`config.mk`:
```
export PLATFORM = sky130hd
export DESIGN_NAME = return_addr_stack
export DESIGN_NICKNAME = d
export VERILOG_FILES = /design/src/rtl/return_addr_stack.sv
export SDC_FILE = /design/constraint.sdc
export NUM_CORES = 1
export LEC_CHECK = 0
export ABC_CLOCK_PERIOD_IN_PS = 5790
export BUFFER_PORTS_ARGS = -buffer_cell sky130_fd_sc_hd__buf_2
export CELL_PAD_IN_SITES_DETAIL_PLACEMENT = 2
export CELL_PAD_IN_SITES_GLOBAL_PLACEMENT = 2
export CORE_UTILIZATION = 42
export CTS_CLUSTER_DIAMETER = 80
export CTS_CLUSTER_SIZE = 8
export DETAILED_ROUTE_END_ITERATION = 16
export GPL_TIMING_DRIVEN = 0
export PLACE_DENSITY_LB_ADDON = 0.1
export SYNTH_ARGS = -nofsm -noshare
export SYNTH_HDL_FRONTEND = slang
export SYNTH_SLANG_ARGS = --single-unit
```
`constraint.sdc`:
```
create_clock -name clk -period 5.79 [get_ports clk]
set_input_delay 0.2895 -clock clk [delete_from_list [all_inputs] [get_ports clk]]
set_output_delay 0.2895 -clock clk [all_outputs]
set_load 0.05 [all_outputs]
```
`src/rtl/return_addr_stack.sv`:
```
// Circular return-address stack for the fetch unit: calls push pc+8, returns pop,
// and the backend can roll tos/count back to a per-branch checkpoint.
module return_addr_stack #(
    parameter int DEPTH = 8,
    parameter int PTR_W = $clog2(DEPTH),
    parameter int CNT_W = $clog2(DEPTH) + 1
) (
    input  logic             clk,
    input  logic             rst_n,
    input  logic             pd_valid,
    input  logic             pd_is_link,
    input  logic             pd_is_return,
    input  logic [31:0]      pd_pc,
    output logic [31:0]      top_addr,
    output logic             top_valid,
    output logic [PTR_W-1:0] ckpt_tos,
    output logic [CNT_W-1:0] ckpt_cnt,
    input  logic             recover_valid,
    input  logic [PTR_W-1:0] recover_tos,
    input  logic [CNT_W-1:0] recover_cnt
);

    logic [31:0]      mem [DEPTH];
    logic [PTR_W-1:0] tos;
    logic [PTR_W-1:0] tos_m1;
    logic [CNT_W-1:0] count;
    logic [31:0]      ret_addr;
    logic             push;
    logic             pop;
    logic             empty;
    logic             full;

    // No backpressure: any valid predecode op is consumed in the cycle it appears.
    assign push     = pd_valid & pd_is_link;
    assign pop      = pd_valid & pd_is_return;
    assign tos_m1   = tos - PTR_W'(1);
    assign ret_addr = pd_pc + 32'd8;
    assign empty    = (count == '0);
    assign full     = (count == CNT_W'(DEPTH));

    assign top_addr  = mem[tos_m1];
    assign top_valid = ~empty;
    assign ckpt_tos  = tos;
    assign ckpt_cnt  = count;

    always_ff @(posedge clk or negedge rst_n) begin
        if (!rst_n) begin
            tos   <= '0;
            count <= '0;
            for (int i = 0; i < DEPTH; i++) begin
                mem[i] <= '0;
            end
        end else if (recover_valid) begin
            tos   <= recover_tos;
            count <= recover_cnt;
        end else if (push && pop && !empty) begin
            // JALR $31,$31: old top is the prediction, new link replaces it in place.
            mem[tos_m1] <= ret_addr;
        end else if (push) begin
            mem[tos] <= ret_addr;
            tos      <= tos + PTR_W'(1);
            if (!full) begin
                count <= count + CNT_W'(1);
            end
        end else if (pop && !empty) begin
            tos   <= tos_m1;
            count <= count - CNT_W'(1);
        end
    end

endmodule
```
==> impl_metrics.py, run 1 <==
metrics = {
    "cells_and_area": {
        "syn2layout_area_growth_pct": 16.4,
        "antennaDiodeCount": 0,
        "drive_above_1_share_pct": 14.5,
        "fin_nets": 1512,
    },
    "timing": {
        "timing.hold.ws_ns": 0.0261,
        "drv_slew": 0,
        "slew_headroom_pct": 4.64,
        "tightestPinTransition_ns": 1.43,
        "fin_skew_ns": 0.0143,
        "period_share_pct": 94.4,
        "hold_viol_final": 0,
        "tns_ns": 0,
        "setup_viol": 0,
        "rsz0062_at_grt": "no",
        "clock.fmax_mhz": 183,
        "period_needed_ns": 5.46,
    },
    "cts": {
        "htreeDepth": 2,
        "cts_buffer_depth": 3,
        "clk_pin_slew_ns": 0.05,
        "cts_sinks": 263,
        "cts_made_buffers": 38,
        "clkLatencyLatePin_ns": 0.54,
        "tritoncts": "done",
        "root_buffer": "clkbuf_16",
    },
    "synth": {
        "synth_nets": 1380,
        "syn_area_per_cell_um2": 9.43,
        "synth.ff_latch_count": 263,
        "ys_seq_area_share_pct": 52.5,
        "yosys.area.top_type_share_pct": 52.5,
        "yosysWarnings": 0,
        "syn_inst": 1330,
        "synthTopCellsByArea": "dfrtp_1, o21ai_0, nand2_1, mux2_2, a21oi_1",
        "synth_largest_area_cell": "dfrtp_1",
        "async_flop_share_pct": 100,
        "synth_edf_count": 0,
        "yosysUniqueCellTypes": 48,
        "synthFlopType": "dfrtp_1",
        "synth_area_um2": 12500,
    },
    "floorplanning": {
        "die-area_um2": 30600,
        "core-area_um2": 29000,
        "row_count": 62,
        "die_w_um": 175,
        "die_y_um": 175,
        "start_util_pct": 43.2,
        "ioPinCount": 85,
    },
    "pwr": {
        "p_leak_nw": 6.53,
        "p_sw_mw": 3.31,
        "power_frac_comb_pct": 35.6,
        "p_int_mw": 4.71,
        "p_per_area_nw_per_um2": 549,
        "seqPwrFrac_pct": 39.1,
        "ir_drop_v": 0.000279,
        "swShare_pct": 41.3,
        "clkPwrFrac_pct": 25.4,
        "power_mw": 8.02,
    },
    "routing": {
        "antenna_left": 0,
        "vias": 11800,
        "drt_iter0_markers": 993,
        "route.detailed.drc": 0,
        "via_per_inst": 6.38,
        "dr.pass1.iters": 5,
        "wl_per_cell_um": 30.9,
        "wl_um": 57100,
    },
    "worst_hold_path": {
        "hold_path_class": "in2reg",
        "hold_depth": 2,
        "whs_endpoint": "ckpt_cnt[2]",
        "min_from": "recover_cnt[2]",
    },
    "critical_path": {
        "rrSetupSlack_ns": 1.41,
        "endpoint_kind": "primary output",
        "worstPathArrival_ns": 5.17,
        "regToRegEndpoint": "mem[172]",
        "path_max_fanout": 10,
        "rr_startpoint": "ckpt_tos[0]",
        "start_kind": "flop",
        "cp.required_ns": 5.50,
        "critPathKind": "reg2out",
        "rr_worst_depth": 8,
    },
    "grt": {
        "antenna_found_initial": 1,
        "grt_pass1_wl_um": 85500,
        "grt.total_usage_pct": 38.2,
        "grt_pass1_vias": 13100,
        "grt_max_degree": 77,
        "grt_overflow": 0,
    },
    "placed_design": {
        "place_congestion": 0.843,
        "dp_hpwl_um": 35600,
        "portBuffers": 84,
    },
    "run": {
        "drv_cap": 0,
    },
    "status": {
        "outcome": "complete, no violations",
    },
}
layout make-up:
| class | count | area, µm² |
|---|---|---|
| fillers | 3132 | 14400 |
| flip-flops and latches | 263 | 6580 |
| multi-input cells | 960 | 5500 |
| clock buffers | 40 | 980 |
| repair buffers | 92 | 563 |
| well taps | 384 | 480 |
| plain buffers | 100 | 428 |
| clock inverters | 2 | 32.5 |
| inverters | 7 | 26.3 |
through the flow:
step / instance area [µm²] / setup slack, ns / cells / util [%]
CTS: 14600 / 0.547 / 1848 / 50.3
finish: 14600 / 0.326 / 1848 / 50.3
global route: 14600 / 0.278 / 1848 / 50.3
floorplan: 12500 / 2.17 / 1330 / -
global placement: 13400 / -0.670 / 1798 / 46.3
detailed placement: 13500 / 1.11 / 1801 / 46.6
power by group through the flow:
stage / combinational, mW / sequential, mW / clock (mW)
2_1_floorplan: 1.88 / 2.97 / 0
3_3_place_gp: 2.57 / 3.03 / 0
3_5_place_dp: 2.73 / 3.10 / 0
4_1_cts: 2.80 / 3.10 / 2.02
5_1_grt: 3.04 / 3.20 / 2.09
6_report: 2.85 / 3.13 / 2.03
what timing repair did:
| item | CTS | global route |
|---|---|---|
| buffers inserted | 0 | 0 |
| endpoints found under the hold margin | 51 | 0 |
| resized for setup | 0 | 0 |
| hold buffers | 5 | 0 |
cell usage in the layout (no fill, tap or decap), types with 4 or more instances in the layout:
cell	count
nand2_1	305
dfrtp_1	263
o21ai_0	234
buf_2	104
a21oi_1	71
clkbuf_1	66
nor2_1	48
clkbuf_16	39
mux2_2	37
mux2i_1	34
nand3_1	32
xor2_1	24
and3_1	18
nand3b_1	15
mux4_2	13
a31oi_1	12
a221o_1	12
nand4_1	12
xnor2_1	10
o211ai_1	9
o21ai_1	9
buf_1	8
nor3_1	8
inv_1	7
and4_1	6
buf_4	5
ha_1	5
dlygate4sd3_1	5
a221oi_1	4
nor3b_1	4
nand2b_1	4
o21a_1	4
Yosys cell counts, types with 2 or more instances:
cell	instances
nand4_1	12
and4_1	6
buf_1	8
a221oi_1	4
nand2_1	305
nand3_1	32
ha_1	5
o21a_1	4
o22ai_1	2
mux2_1	3
nand2b_1	4
mux4_2	13
nand3b_1	15
nor3_1	8
a22oi_1	3
and2_1	3
o211ai_1	9
nor4_1	3
nor2_1	48
dfrtp_1	263
buf_4	5
buf_2	21
xnor2_1	10
o21ai_1	9
a21oi_1	71
a211oi_1	2
and3_1	18
mux2_2	37
a31oi_1	12
clkbuf_1	65
a221o_1	12
o41ai_1	2
inv_1	7
xor2_1	24
o21ai_0	234
mux2i_1	34
nor3b_1	4
or2_2	3
worst max-delay path, cell delays in order (launching register included):
cell and delay (ns):
dfrtp_1 0.45, buf_2 0.24, inv_1 0.30, ha_1 0.42, xor2_2 0.83, buf_2 0.57
clkbuf_1 0.79, nand2_1 0.12, a21oi_1 0.21, o21ai_0 0.16, o211ai_1 0.22, buf_2 0.33
registers in the layout (all words and copies together) (netlist names):
signal and cells:
mem 256, ckpt_cnt 4, ckpt_tos 3
metal layers:
layer | part of all wire, % | global-route usage (%)
met5 | 0 | 0
met4 | 5.0 | 18.6
met3 | 6.9 | 7.01
met2 | 47 | 62.1
met1 | 41 | 49.1
kinds of logic after synthesis:
logic type               synth area share [%]
AO/OA/AOI/OAI                            16.1
XOR/XNOR                                 2.50
adder cells (fa/ha/maj)                 0.499
buffers and inverters                    3.62
flip-flops                               52.5
multiplexers                             8.64
AND/OR/NAND/NOR                          16.1
worst max-delay path by stage:
stage                start      endpoint  slack, ns  depth (start not counted)
3_5_place_dp   ckpt_tos[0]  top_addr[29]       1.11                         11
6_report       ckpt_tos[0]  top_addr[19]       0.33                         11
3_3_place_gp         rst_n      mem[116]      -0.67                          1
4_1_cts        ckpt_tos[0]  top_addr[19]       0.55                         11
5_1_grt        ckpt_tos[0]  top_addr[29]       0.28                         11
2_1_floorplan  ckpt_tos[0]  top_addr[15]       2.17                         10
Note: power is estimated with default switching activity, not from simulation.
==> inputs of run 2 (changes only) <==
- RECOVER_POWER: not set -> 100
==> run 2 against run 1 <==
The run now ends with capacitance limit, slew limit left. Sequential power is essentially flat. Cell count is the same. Wire length shrank 0.12%. Sequential share of layout area grew 0.45 points. Critical path type unchanged. Largest power group unchanged. Highest routed layer unchanged.
==> impl_metrics.py, run 2 (synthesized netlist as in run 1, its figures left out) <==
metrics = {
    "worst_hold_path": {
        "hold_depth": 2,
        "whs_endpoint": "ckpt_cnt[2]",
        "min_from": "recover_cnt[2]",
        "hold_path_class": "in2reg",
    },
    "cells_and_area": {
        "largest_register": "mem",
        "antennaDiodeCount": 0,
        "layout_commonest_cell": "nand2_1",
        "layout_common_cells": "nand2_1, dfrtp_1, o21ai_0",
        "drive_above_1_share_pct": 10.7,
        "final_util_pct": 49.8,
        "fin_nets": 1512,
        "largest_register_ffs": 256,
        "syn2layout_area_growth_pct": 15.2,
        "instances_no_fill": 1848,
    },
    "routing": {
        "dr.pass1.iters": 5,
        "vias": 11700,
        "drt_iter0_markers": 939,
        "antenna_left": 0,
        "wl_um": 57100,
        "route.detailed.drc": 0,
        "wl_per_cell_um": 30.9,
        "via_per_inst": 6.34,
    },
    "timing": {
        "tightestPinTransition_ns": 2.86,
        "fin_skew_ns": 0.0139,
        "rsz0062_at_grt": "no",
        "clock.fmax_mhz": 175,
        "period_share_pct": 99.0,
        "setup_slack_ns": 0.0607,
        "setup_viol": 0,
        "slew_headroom_pct": -90.9,
        "period_needed_ns": 5.73,
        "drv_slew": 230,
        "hold_viol_final": 0,
        "tns_ns": 0,
    },
    "cts": {
        "cts_buffer_depth": 3,
        "cts_sinks": 263,
        "tritoncts": "done",
        "cts_made_buffers": 38,
        "htreeDepth": 2,
        "root_buffer": "clkbuf_16",
        "clk_pin_slew_ns": 0.05,
        "cts_setup_buffers": 0,
        "clkLatencyLatePin_ns": 0.54,
    },
    "pwr": {
        "p_leak_nw": 6.36,
        "p_per_area_nw_per_um2": 552,
        "power_mw": 7.97,
        "ir_drop_v": 0.000279,
    },
    "critical_path": {
        "regToRegEndpoint": "mem[172]",
        "rr_worst_depth": 8,
        "worstPathArrival_ns": 5.44,
        "critPathKind": "reg2out",
        "rr_startpoint": "ckpt_tos[0]",
        "start_kind": "flop",
        "endpoint_kind": "primary output",
        "cp.required_ns": 5.50,
        "path_max_fanout": 10,
        "rrSetupSlack_ns": 0.81,
    },
    "placed_design": {
        "dp_hpwl_um": 35600,
        "place_ws_ns": 1.11,
        "dp.cells": 1801,
        "place_congestion": 0.843,
        "portBuffers": 84,
    },
    "grt": {
        "grt_pass1_vias": 13100,
        "grt.total_usage_pct": 38.2,
        "grt_max_degree": 77,
        "antenna_found_initial": 1,
        "grt_pass1_wl_um": 85500,
        "grt_overflow": 0,
    },
    "floorplanning": {
        "ioPinCount": 85,
        "row_count": 62,
        "die_w_um": 175,
        "die_y_um": 175,
        "core-area_um2": 29000,
        "start_util_pct": 43.2,
        "die-area_um2": 30600,
    },
    "status": {
        "outcome": "complete, but fails checks",
        "violations": "capacitance limit, slew limit",
    },
    "run": {
        "drv_cap": 7,
    },
}
-- run 2: through the flow --
step	cell area [µm²]	hold WS (ns)
after detailed placement	13500	0.233
after floorplan	12500	-0.00609
after global placement	13400	0.454
after global routing	14500	0.0255
after CTS	14600	0.000286
final	14500	0.0246
-- run 2: power by group --
group / switching [mW] / leakage, nW / internal (mW)
Sequential: 0.497 / 3.36 / 2.64
Clock: 0.839 / 0.496 / 1.19
Combinational: 1.97 / 2.50 / 0.842
-- run 2: layout make-up --
class / instances / area (µm²)
Fill cell: 3163 / 14600
Clock inverter: 2 / 32.5
Clock buffer: 40 / 980
Buffer: 100 / 393
Timing Repair Buffer: 92 / 465
Tap cell: 384 / 480
Sequential cell: 263 / 6580
Multi-Input combinational cell: 960 / 5490
Inverter: 7 / 26.3
-- run 2: how the worst max path moves through the flow --
| stage | startpoint | endpoint | slack (ns) |
|---|---|---|---|
| global route | ckpt_tos[0] | top_addr[17] | 0.15 |
| detailed placement | ckpt_tos[0] | top_addr[29] | 1.11 |
| finish | ckpt_tos[0] | top_addr[17] | 0.06 |
| floorplan | ckpt_tos[0] | top_addr[15] | 2.17 |
| CTS | ckpt_tos[0] | top_addr[19] | 0.55 |
| global placement | rst_n | mem[116] | -0.67 |
-- run 2: metal layers --
metal  vias to the layer above  routed length [µm]  share of wire, %  GRT usage, %
met5                         -                   0                 0             0
met4                         0                2890               5.1          18.6
met3                       181                3740               6.6          7.01
met2                       523               27000                47          62.1
met1                      6137               23500                41          49.1
li1                       4872                   -                 -             -
-- run 2: critical path, cell delays in order (launching register included) --
cell and delay [ns]:
dfrtp_1 0.46, buf_2 0.24, inv_1 0.30, ha_1 0.43
xor2_2 0.87, clkbuf_2 0.61, clkbuf_1 0.81, nand2_1 0.14
a21oi_1 0.19, o21ai_0 0.14, o211ai_1 0.21, clkbuf_1 0.50
-- run 2: what timing repair did --
item	CTS	global route
hold buffers	5	0
gates resized for setup	0	0
setup endpoints to repair	0	0
hold endpoints to repair	51	0
==> inputs of run 3 (changes only) <==
- BUFFER_PORTS_ARGS: -buffer_cell sky130_fd_sc_hd__buf_2 -> -buffer_cell sky130_fd_sc_hd__buf_4
==> run 3 against run 2 <==
The flow still finishes with violations (capacitance limit, slew limit). Count of clock-buffer cells in the layout unchanged. Register-to-register slack gained 0.24 ns. Total power down 0.57%. Die area stayed put. Clock skew increased by 0.0056 ns. Flip-flop and latch count stayed put.
==> impl_metrics.py, run 3 (synthesized netlist as in run 1, its figures left out) <==
metrics = {
    "status": {
        "outcome": "complete, but fails checks",
        "violations": "capacitance limit, slew limit",
    },
    "cts": {
        "tritoncts": "done",
        "cts_resized": 0,
        "clkLatencyLatePin_ns": 0.53,
        "cts_made_buffers": 38,
        "htreeDepth": 2,
        "cts_buffer_depth": 3,
        "cts_sinks": 263,
        "root_buffer": "clkbuf_16",
        "clk_pin_slew_ns": 0.05,
    },
    "floorplanning": {
        "die_y_um": 175,
        "die-area_um2": 30600,
        "ioPinCount": 85,
        "start_util_pct": 43.2,
        "core-area_um2": 29000,
        "row_count": 62,
        "die_w_um": 175,
    },
    "timing": {
        "slew_headroom_pct": -213,
        "tightestPinTransition_ns": 4.69,
        "setup_viol": 0,
        "period_needed_ns": 5.48,
        "drv_slew": 124,
        "hold_viol_final": 0,
        "rsz0062_at_grt": "no",
        "tns_ns": 0,
        "fin_skew_ns": 0.0195,
        "timing.hold.ws_ns": 0.000167,
        "clock.fmax_mhz": 182,
        "period_share_pct": 94.7,
    },
    "grt": {
        "grt_max_degree": 110,
        "grt_pass1_wl_um": 81800,
        "grt_overflow": 0,
        "antenna_found_initial": 1,
        "grt.total_usage_pct": 36.6,
        "grt_pass1_vias": 12800,
    },
    "pwr": {
        "ir_drop_v": 0.000270,
        "p_per_area_nw_per_um2": 544,
        "p_leak_nw": 6.40,
    },
    "cells_and_area": {
        "layout_commonest_cell": "nand2_1",
        "largest_register": "mem",
        "syn2layout_area_growth_pct": 16.3,
        "layout_common_cells": "nand2_1, dfrtp_1, o21ai_0",
        "drive_above_1_share_pct": 10.8,
        "fin_nets": 1509,
        "largest_register_ffs": 256,
        "multi_input_comb_area_um2": 5490,
        "area.sequential_um2": 6580,
        "fillers": 3119,
    },
    "routing": {
        "drt_iter0_markers": 880,
        "wl_per_cell_um": 29.7,
        "wl_um": 54800,
        "route.detailed.drc": 0,
        "antenna_left": 0,
        "dr.pass1.iters": 8,
        "via_per_inst": 6.33,
        "vias": 11700,
    },
    "run": {
        "drv_cap": 5,
    },
    "critical_path": {
        "endpoint_kind": "primary output",
        "worstPathArrival_ns": 5.20,
        "critPathKind": "reg2out",
        "start_kind": "flop",
        "cp.required_ns": 5.50,
        "path_max_fanout": 10,
    },
    "worst_hold_path": {
        "hold_path_class": "in2reg",
    },
    "placed_design": {
        "portBuffers": 84,
        "dp_hpwl_um": 35300,
        "place_congestion": 0.838,
    },
}
-- run 3: cell types whose count changed in the layout (fill, tap and decap cells not counted), sizes merged --
cell / previous run / this run
buf: 61 / 65
clkbuf: 166 / 160
diode: 0 / 1
dlygate4sd3: 5 / 3
dlymetal6s4s: 0 / 1
-- run 3: final cells by class --
class / count / share of cell area, %
diodes: 1 / 0.0172
clock buffers: 40 / 6.72
well taps: 384 / 3.30
clock inverters: 2 / 0.223
inverters: 7 / 0.180
repair buffers: 89 / 4.07
plain buffers: 100 / 2.69
multi-input cells: 960 / 37.7
flip-flops and latches: 263 / 45.1
-- run 3: worst max-delay path: stages (launching register included) --
cell	delay, ns
dfrtp_1	0.45
buf_2	0.22
inv_1	0.27
ha_1	0.40
xor2_2	0.84
buf_2	0.55
clkbuf_1	0.77
nand2_1	0.14
a21oi_1	0.18
o21ai_0	0.12
o211ai_1	0.19
clkbuf_1	0.51
-- run 3: stage by stage --
| step | area [µm²] | instances | utilization (%) | power (mW) | setup slack [ns] |
|---|---|---|---|---|---|
| floorplan | 12500 | 1330 | - | 4.85 | 2.17 |
| global placement | 13700 | 1798 | 47.1 | 5.70 | 1.24 |
| detailed placement | 13700 | 1800 | 47.3 | 5.92 | 1.24 |
| CTS | 14800 | 1845 | 50.9 | 8.00 | 0.651 |
| global route | 14600 | 1845 | 50.3 | 8.27 | 0.254 |
| finish | 14600 | 1846 | 50.3 | 7.93 | 0.305 |
-- run 3: worst paths after layout --
kind | start | endpoint | slack, ns | depth (start not counted)
min reg2reg | mem[48] | mem[48] | 0.48 | 2
min | recover_tos[0] | ckpt_tos[0] | 0.0002 | 3
max reg2reg | ckpt_tos[0] | mem[163] | 1.05 | 8
max | ckpt_tos[0] | top_addr[19] | 0.31 | 11
max in group asynchronous | rst_n | mem[17] | 1.00 | 2
min in group asynchronous | rst_n | ckpt_cnt[0] | 2.12 | 2
-- run 3: report_power, final --
group / internal [mW] / leakage, nW / total, mW / switching, mW
Sequential: 2.64 / 3.36 / 3.12 / 0.488
Combinational: 0.866 / 2.54 / 2.79 / 1.92
Clock: 1.19 / 0.496 / 2.02 / 0.829
-- run 3: repair_timing --
item,CTS,global route
setup buffers,0,0
hold buffers,3,0
hold endpoints to repair,94,0
-- run 3: per-layer routing --
metal,routed length (µm),global-route usage (%),vias up,part of all wire (%)
met1,22700,48.1,6165,41
met3,3530,5.18,163,6.4
met4,2710,17.9,0,4.9
met2,25900,59.6,490,47
met5,0,0,-,0
li1,-,-,4867,-
